`src/rtl/voice_audio_pkg.sv`:
```
// Shared types, defaults and helpers for the voice audio conditioning stage.
package voice_audio_pkg;

  localparam int unsigned DefInW        = 16;
  localparam int unsigned DefDcShift    = 8;
  localparam int unsigned DefInterpLog2 = 8;

  typedef enum logic [1:0] {
    StIdle,
    StCalc,
    StRamp,
    StHold
  } state_e;

  // Clamp a signed value to the range of a signed `width`-bit number (width <= 31).
  function automatic logic signed [31:0] sat_s(input logic signed [31:0] value,
                                               input int unsigned        width);
    logic signed [31:0] hi;
    logic signed [31:0] lo;
    logic signed [31:0] res;
    hi = (32'sd1 <<< (width - 32'd1)) - 32'sd1;
    lo = -hi - 32'sd1;
    if (value > hi) begin
      res = hi;
    end else if (value < lo) begin
      res = lo;
    end else begin
      res = value;
    end
    return res;
  endfunction

endpackage

```
`src/rtl/voice_audio_cond_if.sv`:
```
// Sample-in / DAC-out bundle between the synthesiser and the conditioning stage.
interface voice_audio_cond_if
  import voice_audio_pkg::*;
#(
  parameter int unsigned IN_W = DefInW
);

  logic signed [IN_W-1:0] sample_i;
  logic                   sample_stb_i;
  logic                   mute_i;
  logic signed [IN_W-1:0] dac_o;
  logic                   busy_o;
  logic                   overrun_o;

  modport master (
    output sample_i, sample_stb_i, mute_i,
    input  dac_o, busy_o, overrun_o
  );

  modport slave (
    input  sample_i, sample_stb_i, mute_i,
    output dac_o, busy_o, overrun_o
  );

endinterface

```
`src/rtl/voice_dc_block.sv`:
```
// Leaky-integrator DC blocker: y = x - (d >>> DC_SHIFT); d accumulates y when enabled.
module voice_dc_block
  import voice_audio_pkg::*;
#(
  parameter int unsigned IN_W     = DefInW,
  parameter int unsigned DC_SHIFT = DefDcShift
) (
  input  logic                   clock_i,
  input  logic                   reset_i,
  input  logic                   en_i,
  input  logic signed [IN_W-1:0] x_i,
  output logic signed [IN_W+1:0] y_o
);

  // d tracks x scaled by 2^DC_SHIFT; one spare bit keeps the update from wrapping.
  localparam int unsigned DW = IN_W + DC_SHIFT + 1;

  logic signed [DW-1:0] d_q, d_d;
  logic signed [DW-1:0] est;
  logic signed [DW-1:0] y_full;

  assign est    = d_q >>> DC_SHIFT;
  assign y_full = DW'(x_i) - est;
  // est spans IN_W+1 bits, so the difference always fits in IN_W+2 bits.
  assign y_o    = y_full[IN_W+1:0];

  // Next estimate: fold the unsaturated output back in only when a sample is processed.
  always_comb begin
    d_d = d_q;
    if (en_i) begin
      d_d = d_q + y_full;
    end
  end

  // Estimator register with synchronous reset.
  always_ff @(posedge clock_i) begin
    if (reset_i) begin
      d_q <= '0;
    end else begin
      d_q <= d_d;
    end
  end

endmodule

```
`src/rtl/voice_audio_cond.sv`:
```
// Audio conditioning: optional DC blocking, then a linear ramp from the current DAC
// value to the new target over 2^INTERP_LOG2 clocks. Sticky overrun on CALC collisions.
module voice_audio_cond
  import voice_audio_pkg::*;
#(
  parameter int unsigned IN_W        = DefInW,
  parameter bit          DC_EN       = 1'b1,
  parameter int unsigned DC_SHIFT    = DefDcShift,
  parameter int unsigned INTERP_LOG2 = DefInterpLog2
) (
  input logic               clock_i,
  input logic               reset_i,
  voice_audio_cond_if.slave bus
);

  localparam int unsigned YW     = IN_W + 2;
  localparam int unsigned DeltaW = IN_W + 1;
  localparam int unsigned AccW   = IN_W + INTERP_LOG2 + 1;
  localparam int unsigned CntW   = INTERP_LOG2 + 1;
  localparam logic [CntW-1:0] LastCnt = CntW'((32'd1 << INTERP_LOG2) - 32'd1);

  state_e                   state_q, state_d;
  logic signed [IN_W-1:0]   x_q, x_d;
  logic signed [IN_W-1:0]   dac_q, dac_d;
  logic signed [DeltaW-1:0] delta_q, delta_d;
  logic signed [AccW-1:0]   acc_q, acc_d;
  logic signed [AccW-1:0]   acc_sum;
  logic [CntW-1:0]          cnt_q, cnt_d;
  logic                     busy_q, busy_d;
  logic                     ovr_q, ovr_d;

  logic signed [YW-1:0]     y_raw;
  logic signed [IN_W-1:0]   y_sat;
  logic signed [IN_W-1:0]   target;
  logic                     calc_en;

  // The estimator advances on every CALC edge, including one cut short by a newer sample.
  assign calc_en = (state_q == StCalc);

  if (DC_EN) begin : g_dc
    voice_dc_block #(
      .IN_W     (IN_W),
      .DC_SHIFT (DC_SHIFT)
    ) u_dc_block (
      .clock_i (clock_i),
      .reset_i (reset_i),
      .en_i    (calc_en),
      .x_i     (x_q),
      .y_o     (y_raw)
    );
  end else begin : g_no_dc
    assign y_raw = YW'(x_q);
  end

  assign y_sat   = IN_W'(sat_s(32'(y_raw), IN_W));
  assign target  = bus.mute_i ? '0 : y_sat;
  assign acc_sum = acc_q + AccW'(delta_q);

  // Next-state and datapath: a strobe always wins over a ramp step.
  always_comb begin
    state_d = state_q;
    x_d     = x_q;
    dac_d   = dac_q;
    delta_d = delta_q;
    acc_d   = acc_q;
    cnt_d   = cnt_q;
    ovr_d   = ovr_q;
    unique case (state_q)
      StIdle, StHold: begin
        if (bus.sample_stb_i) begin
          x_d     = bus.sample_i;
          state_d = StCalc;
        end
      end
      StCalc: begin
        if (bus.sample_stb_i) begin
          x_d   = bus.sample_i;
          ovr_d = 1'b1;
        end else begin
          delta_d = DeltaW'(target) - DeltaW'(dac_q);
          // Restart from the integer DAC value; any fractional residue is dropped.
          acc_d   = AccW'(dac_q) <<< INTERP_LOG2;
          cnt_d   = '0;
          state_d = StRamp;
        end
      end
      StRamp: begin
        if (bus.sample_stb_i) begin
          x_d     = bus.sample_i;
          state_d = StCalc;
        end else begin
          acc_d = acc_sum;
          dac_d = IN_W'(acc_sum >>> INTERP_LOG2);
          cnt_d = cnt_q + CntW'(1);
          if (cnt_q == LastCnt) begin
            state_d = StHold;
          end
        end
      end
      default: state_d = StIdle;
    endcase
    busy_d = (state_d == StCalc) || (state_d == StRamp);
  end

  // State and datapath registers with synchronous reset.
  always_ff @(posedge clock_i) begin
    if (reset_i) begin
      state_q <= StIdle;
      x_q     <= '0;
      dac_q   <= '0;
      delta_q <= '0;
      acc_q   <= '0;
      cnt_q   <= '0;
      busy_q  <= 1'b0;
      ovr_q   <= 1'b0;
    end else begin
      state_q <= state_d;
      x_q     <= x_d;
      dac_q   <= dac_d;
      delta_q <= delta_d;
      acc_q   <= acc_d;
      cnt_q   <= cnt_d;
      busy_q  <= busy_d;
      ovr_q   <= ovr_d;
    end
  end

  assign bus.dac_o     = dac_q;
  assign bus.busy_o    = busy_q;
  assign bus.overrun_o = ovr_q;

endmodule

```
`src/flat_wrapper.sv`:
```
// flat-port wrapper written by rule: the top's interface ports become plain ports
module voice_audio_cond_flat import voice_audio_pkg::*;
#(
  parameter int unsigned IN_W        = DefInW,
  parameter bit          DC_EN       = 1'b1,
  parameter int unsigned DC_SHIFT    = DefDcShift,
  parameter int unsigned INTERP_LOG2 = DefInterpLog2
)
  (clock_i, reset_i, bus_sample_i, bus_sample_stb_i, bus_mute_i, bus_dac_o, bus_busy_o, bus_overrun_o);
  voice_audio_cond_if #(.IN_W(IN_W)) bus_i ();
  input logic clock_i;
  input logic reset_i;
  input wire logic [$bits(bus_i.sample_i)-1:0] bus_sample_i;
  input wire logic [$bits(bus_i.sample_stb_i)-1:0] bus_sample_stb_i;
  input wire logic [$bits(bus_i.mute_i)-1:0] bus_mute_i;
  output wire logic [$bits(bus_i.dac_o)-1:0] bus_dac_o;
  output wire logic [$bits(bus_i.busy_o)-1:0] bus_busy_o;
  output wire logic [$bits(bus_i.overrun_o)-1:0] bus_overrun_o;
  assign bus_i.sample_i = bus_sample_i;
  assign bus_i.sample_stb_i = bus_sample_stb_i;
  assign bus_i.mute_i = bus_mute_i;
  assign bus_dac_o = bus_i.dac_o;
  assign bus_busy_o = bus_i.busy_o;
  assign bus_overrun_o = bus_i.overrun_o;
  voice_audio_cond #(.IN_W(IN_W), .DC_EN(DC_EN), .DC_SHIFT(DC_SHIFT), .INTERP_LOG2(INTERP_LOG2)) u_core (.clock_i(clock_i), .reset_i(reset_i), .bus(bus_i));
endmodule
```
`config.mk`:
```
export PLATFORM = sky130hd
export DESIGN_NAME = voice_audio_cond_flat
export DESIGN_NICKNAME = d
export VERILOG_FILES = /design/src/rtl/voice_audio_pkg.sv /design/src/rtl/voice_audio_cond_if.sv /design/src/rtl/voice_dc_block.sv /design/src/rtl/voice_audio_cond.sv /design/src/flat_wrapper.sv
export SDC_FILE = /design/constraint.sdc
export NUM_CORES = 1
export LEC_CHECK = 0
export ABC_AREA = 1
export BUFFER_PORTS_ARGS = -buffer_cell sky130_fd_sc_hd__buf_4
export CORE_MARGIN = 1
export CORE_UTILIZATION = 30
export DETAILED_ROUTE_END_ITERATION = 8
export GPL_TIMING_DRIVEN = 0
export PLACE_DENSITY = 0.43
export SYNTH_ARGS = -nofsm -noshare
export SYNTH_HDL_FRONTEND = slang
export SYNTH_SLANG_ARGS = --single-unit
```
`constraint.sdc`:
```
create_clock -name clock_i -period 8.4 [get_ports clock_i]
set_input_delay 0.42 -clock clock_i [delete_from_list [all_inputs] [get_ports clock_i]]
set_output_delay 0.42 -clock clock_i [all_outputs]
set_load 0.05 [all_outputs]
```
After elaboration in Yosys (flattened, before gate mapping)
Index checks and enable logic that the tools add are counted.
- add/subtract/negate cells: 5
- muxes and demuxes: 16
- $lt $le $gt $ge: 2
- reduce and logical (&&, ||, !) cells: 9
- bitwise logic cells: 1
- eq/ne operators: 9
- operators with widths (cell ; number):
    16-bit 2-to-1 mux ; 5
    25-bit 2-to-1 mux ; 2
    25-bit one-hot mux with 2 select lines ; 1
    25-bit by 17-bit adder with 25-bit output ; 1
    25-bit by 18-bit adder with 25-bit output ; 1
    18-bit by 16-bit greater-than comparator with 1-bit output (second input constant) ; 1
    18-bit by 16-bit < comparator with 1-bit output (second input constant) ; 1
    9-bit 2-to-1 mux ; 2
    9-bit one-hot mux with 2 select lines ; 1
    16-bit by 17-bit subtractor with 18-bit output ; 1
    16-bit by 16-bit subtractor with 17-bit output ; 1
    9-bit by 1-bit adder with 9-bit output (second input constant) ; 1
    9-bit by 8-bit equality test with 1-bit output (second input constant) ; 1
    2-bit 2-to-1 mux ; 4
    2-bit equality test (second input constant) ; 3
    2-bit one-hot mux with 3 select lines ; 1
    2-bit AND reduction ; 3
    2-bit by 1-bit equality test with 1-bit output (second input constant) ; 2
    2-bit != test (second input constant) ; 2
    4-bit OR reduction ; 1
    3-bit AND reduction ; 1
    2-bit zero test ; 1
    2-bit by 1-bit != test with 1-bit output (second input constant) ; 1
    2-bit nonzero test ; 1
    3 further kinds ; 3
- logic and storage cells: 51
- output and inout port bits: 18
- register bits after elaboration: 112

Logic depth before layout (Yosys ltp)
- depth in word-level cells: 6
- gate-level depth with buffers: 29
- depth with buffers taken out: 29

Modules after synthesis
Synthesis repeated with hierarchy kept, for this count alone.
- cells, all modules: 1470
- area, all modules: 9206.3 um^2
- by module, submodules not included (module ; times used ; area each (um^2) ; cells an instance):
    voice_audio_cond ; 1 ; 6030.8 ; 967
    voice_dc_block ; 1 ; 3175.5 ; 503

Least setup slack after synthesis
Ideal clock, no wire load.
- path type: register to register
- start point: register u_core.x_q[0]
- end point: register u_core.delta_q[16]
- slack: 4.912 ns
- library setup time: 0.115 ns
- clock period less this slack: 3.488 ns
- cell stages (with the launch flop): 26
- arrival time: 3.372 ns
- cell sequence: dfxtp_1 inv_1 ha_1 fa_1 o21ai_2 nand2_1 nand2_2 nand3_1 nand2_1 nand2_1 nand2_2 nand2_1 nand2_2 nand2_1 inv_1 nand2_1 ha_1 fa_1 nand3b_1 nand2_1 nand4_1 nand3_1 a21oi_1 xor2_1 o21ai_0 inv_1
- cells in the longest elaborated chain, start to end: 6
- elaborated cells between the ends (all ways): 7
- ends and longest elaborated chain (element ; RTL line ; source):
    start, declared ; voice_audio_cond.sv:23 ; logic signed [IN_W-1:0] x_q, x_d;
    start signal, assigned ; voice_audio_cond.sv:109 ; x_q <= '0;
    start signal, assigned ; voice_audio_cond.sv:118 ; x_q <= x_d;
    16-bit by 17-bit subtractor with 18-bit output * ; voice_dc_block.sv:23 ; assign y_full = DW'(x_i) - est;
    18-bit by 16-bit < comparator with 1-bit output ; voice_audio_pkg.sv:25 ; end else if (value < lo) begin
    16-bit 2-to-1 mux ; voice_audio_pkg.sv:25 ;
    16-bit 2-to-1 mux * ; voice_audio_pkg.sv:23 ; if (value > hi) begin
    16-bit 2-to-1 mux * ; voice_audio_cond.sv:56 ; assign target = bus.mute_i ? '0 : y_sat;
    16-bit by 16-bit subtractor with 17-bit output * ; voice_audio_cond.sv:80 ; delta_d = DeltaW'(target) - DeltaW'(dac_q);
    end signal, assigned ; voice_audio_cond.sv:120 ; delta_q <= delta_d;
    end, declared ; voice_audio_cond.sv:25 ; logic signed [DeltaW-1:0] delta_q, delta_d;
Mark *: on every way between the ends. The rest lies on a longest branch, timed or not.
A chain may end at the register's enable or synchronous reset.

Worst setup path in the final report
- start point: register u_core.g_dc.u_dc_block.d_q[21]
- end point: register u_core.delta_q[15]
- cells in the longest elaborated chain, start to end: 6
- elaborated cells between the ends (all ways): 7
- ends and longest elaborated chain (element ; RTL line ; source):
    start, declared ; voice_dc_block.sv:18 ; logic signed [DW-1:0] d_q, d_d;
    start signal, assigned ; voice_dc_block.sv:38 ; d_q <= '0;
    start signal, assigned ; voice_dc_block.sv:40 ; d_q <= d_d;
    16-bit by 17-bit subtractor with 18-bit output * ; voice_dc_block.sv:23 ;
    18-bit by 16-bit < comparator with 1-bit output ; voice_audio_pkg.sv:25 ;
    16-bit 2-to-1 mux ; voice_audio_pkg.sv:25 ;
    16-bit 2-to-1 mux * ; voice_audio_pkg.sv:23 ;
    16-bit 2-to-1 mux * ; voice_audio_cond.sv:56 ;
    16-bit by 16-bit subtractor with 17-bit output * ; voice_audio_cond.sv:80 ;
Marked as above.

==> reports/qor.yml <==
finish:
  areaGrowthSynthToFinish_pct: 11.6
  antenna_cells: 0
  drive_gt1_share_pct: 5.11
  nets: 1555
yosys:
  ys_seq_area_share_pct: 25.0
  synth_edf_count: 0
  yosysTopAreaCell: "dfxtp_1"
  synthesis.nets: 1508
  synth.avg_cell_area_um2: 6.36
  ys_ff_latch: 111
  syn_area_mm2: 0.00889
  synth_flop_cell: "dfxtp_1"
  synth_cell_type_count: 46
  synth.area.top_cells: "dfxtp_1 (25%), nand2_1 (12%), ha_1 (12%), inv_1 (8.2%), a21oi_1 (8.0%)"
  yosys_warnings: 0
  synth-async-reset-ratio_pct: 0
  netlist_instances: 1398
  netlist.area_leader.share_pct: 25.0
place:
  io_buffers: 36
  place.gp.congestion: 0.868
  place_hpwl_mm: 24.2
  pre_cts_ws_ns: 4.30
timing:
  hold_violations: 0
  fin_setup_tns_ns: 0
  fin_skew_ns: 0.0169
  grt_setup_unrepaired: "no"
  final_max_slew_viol_count: 0
  post-route-worst-setup-slack_ns: 4.27
  tightest_slew_ns: 0.910
  max_freq_mhz: 242
  slew_headroom_pct: 39.3
  period_share_pct: 49.1
  period_minus_slack_ns: 4.13
  setup_viol: 0
drt:
  route.met2.wl_mm: 14.4
  wl_mm: 29.6
  wl_per_cell_um: 16.1
  ant_nets: 0
  drt-vias-per-instance: 4.82
  drtIter0Drc: 571
  vias: 8835
  drc: 0
  drt-met1-wl_mm: 13.8
  top_layer: "met4"
  first_pass_iters: 5
  route.met3.wl_um: 773
worst_hold_path:
  hold_path_class: "in -> reg"
critical_path:
  cp.required_ns: 8.66
  endpoint_kind: "register"
  path_class: "reg -> reg"
  worstPathArrival_ns: 4.39
  startpoint_type: "register"
  crit_fanout: 9
global_route:
  grt_first_pass_wirelength_mm: 47.5
  antenna_found_initial: 0
  track_usage_pct: 20.0
  grt_max_degree: 20
  grt-ovfl-total: 0
  first_global_vias: 8740
clock_network:
  clk_pin_slew_ns: 0.08
  numCtsBuffers: 9
  clock-sinks: 111
  htree_levels: 3
  ctsHoldBuffers: 0
  root_buffer: "clkbuf_16"
  post_cts_resized: 0
  cts_max_path_buffers: 2
  cts_setup_buffers: 0
  insertion_delay_ns: 0.37
  cts_tree: "done"
floorplan:
  start_util_pct: 30.7
  core_area_mm2: 0.0289
  die_h_um: 174
  rows: 62
  io_pins: 38
  fp.dieW_um: 174
  dieArea_mm2: 0.0303
flow_run:
  max_cap_violations: 0
outcome:
  status: "finished clean"
area by class of cell:
class | count | area [um^2]
plain buffers | 37 | 156
clock buffers | 9 | 225
clock inverters | 6 | 53.8
fillers | 3220 | 19000
inverters | 199 | 747
multi-input cells | 1051 | 5770
flip-flops and latches | 111 | 2220
well taps | 384 | 480
repair buffers | 36 | 270
worst max-delay path, stage by stage (launching register included):
cell	delay, ns
dfxtp_1	0.34
inv_1	0.09
ha_1	0.40
nand2_1	0.15
nor2_1	0.19
nand2_1	0.11
nor2_1	0.09
nand2_1	0.09
nand4_1	0.15
nand2_2	0.12
inv_2	0.21
nand2_2	0.14
nand2_1	0.12
nor2_1	0.06
ha_1	0.36
nand3_1	0.10
nand2_1	0.13
a21boi_0	0.15
o21ai_0	0.49
nand3_1	0.19
nand3_1	0.11
nand2_1	0.04
o21ai_0	0.14
inv_1	0.05
flip-flops by register name, summed over array words and instances (netlist names):
signal	count
u_core.delta_q	17
u_core.x_q	16
u_core.cnt_q	9
u_core.bus.dac_o	16
u_core.acc_q	24
u_core.bus.busy_o	1
u_core.state_q	2
u_core.bus.overrun_o	1
u_core.g_dc.u_dc_block.d_q	25
per-stage QoR:
| step | area, um^2 | hold slack [ns] | instances | utilization [%] |
|---|---|---|---|---|
| after floorplan | 8890 | 0.435 | 1398 | - |
| after global placement | 9650 | 0.448 | 1818 | 33.3 |
| after detailed placement | 9650 | 0.445 | 1818 | 33.3 |
| after CTS | 9920 | 0.261 | 1833 | 34.3 |
| after global routing | 9920 | 0.275 | 1833 | 34.3 |
| final | 9920 | 0.274 | 1833 | 34.3 |
cells in the mapped netlist (all sizes together), types with 3 or more instances:
cell type and count:
ha 86, xor2 32, nor3 16, nand4 13
dfxtp 111, nand2 298, a211oi 4, nor4 5
inv 197, nor2 164, o21bai 14, buf 9
clkbuf 28, xnor2 10, or2 3, o211ai 5
nand3 80, nand3b 3, o21ai 137, a21boi 6
a21o 12, fa 4, a21oi 144
layer usage:
layer | track usage [%] | vias to the layer above
met1 | 25.1 | 3997
met4 | 5.34 | 0
met5 | 0 | -
li1 | - | 4691
met3 | 2.32 | 29
met2 | 36.0 | 118
cells by family (layout without fill, tap and decap cells):
family          count (synthesis)  in the layout  share of synthesized area, %
buf+inv                       236            287                          10.2
xor+xnor                       42             42                          4.14
fa+ha+maj                      90             90                          13.0
simple gates                  585            585                          27.2
flops                         111            111                          25.0
compound gates                334            334                          20.6
layout by cell type, fill, tap and decap left out, drive strengths merged, types with 2 or more instances in the layout:
cell,instances
o31ai,2
nand3,80
o221ai,2
or2,3
a211oi,4
fa,4
o21bai,14
o211ai,5
clkinvlp,3
nand4,13
a21boi,6
nand2,298
xor2,32
dfxtp,111
buf,45
clkinv,2
a21oi,144
nor4,5
a31oi,2
xnor2,10
nor2,164
clkbuf,37
o21ai,137
o21a,2
inv,200
ha,86
a21o,12
nand3b,3
nor3,16
worst paths after layout:
kind	from	endpoint	slack (ns)	depth (start not counted)
setup / recovery	u_core.g_dc.u_dc_block.d_q[21]$_SDFFE_PP0P_	u_core.delta_q[15]$_SDFFE_PP0P_	4.27	23
hold reg to reg	u_core.bus.overrun_o$_SDFFE_PP0P_	u_core.bus.overrun_o$_SDFFE_PP0P_	0.46	2
setup reg to reg	u_core.g_dc.u_dc_block.d_q[21]$_SDFFE_PP0P_	u_core.delta_q[15]$_SDFFE_PP0P_	4.27	23
hold / removal	bus_sample_i[12]	u_core.x_q[12]$_SDFFE_PP0P_	0.27	3
Power is left out: the tool's default activity adds up to more than one toggle a clock period on the data nets, which glitch-free logic cannot reach.
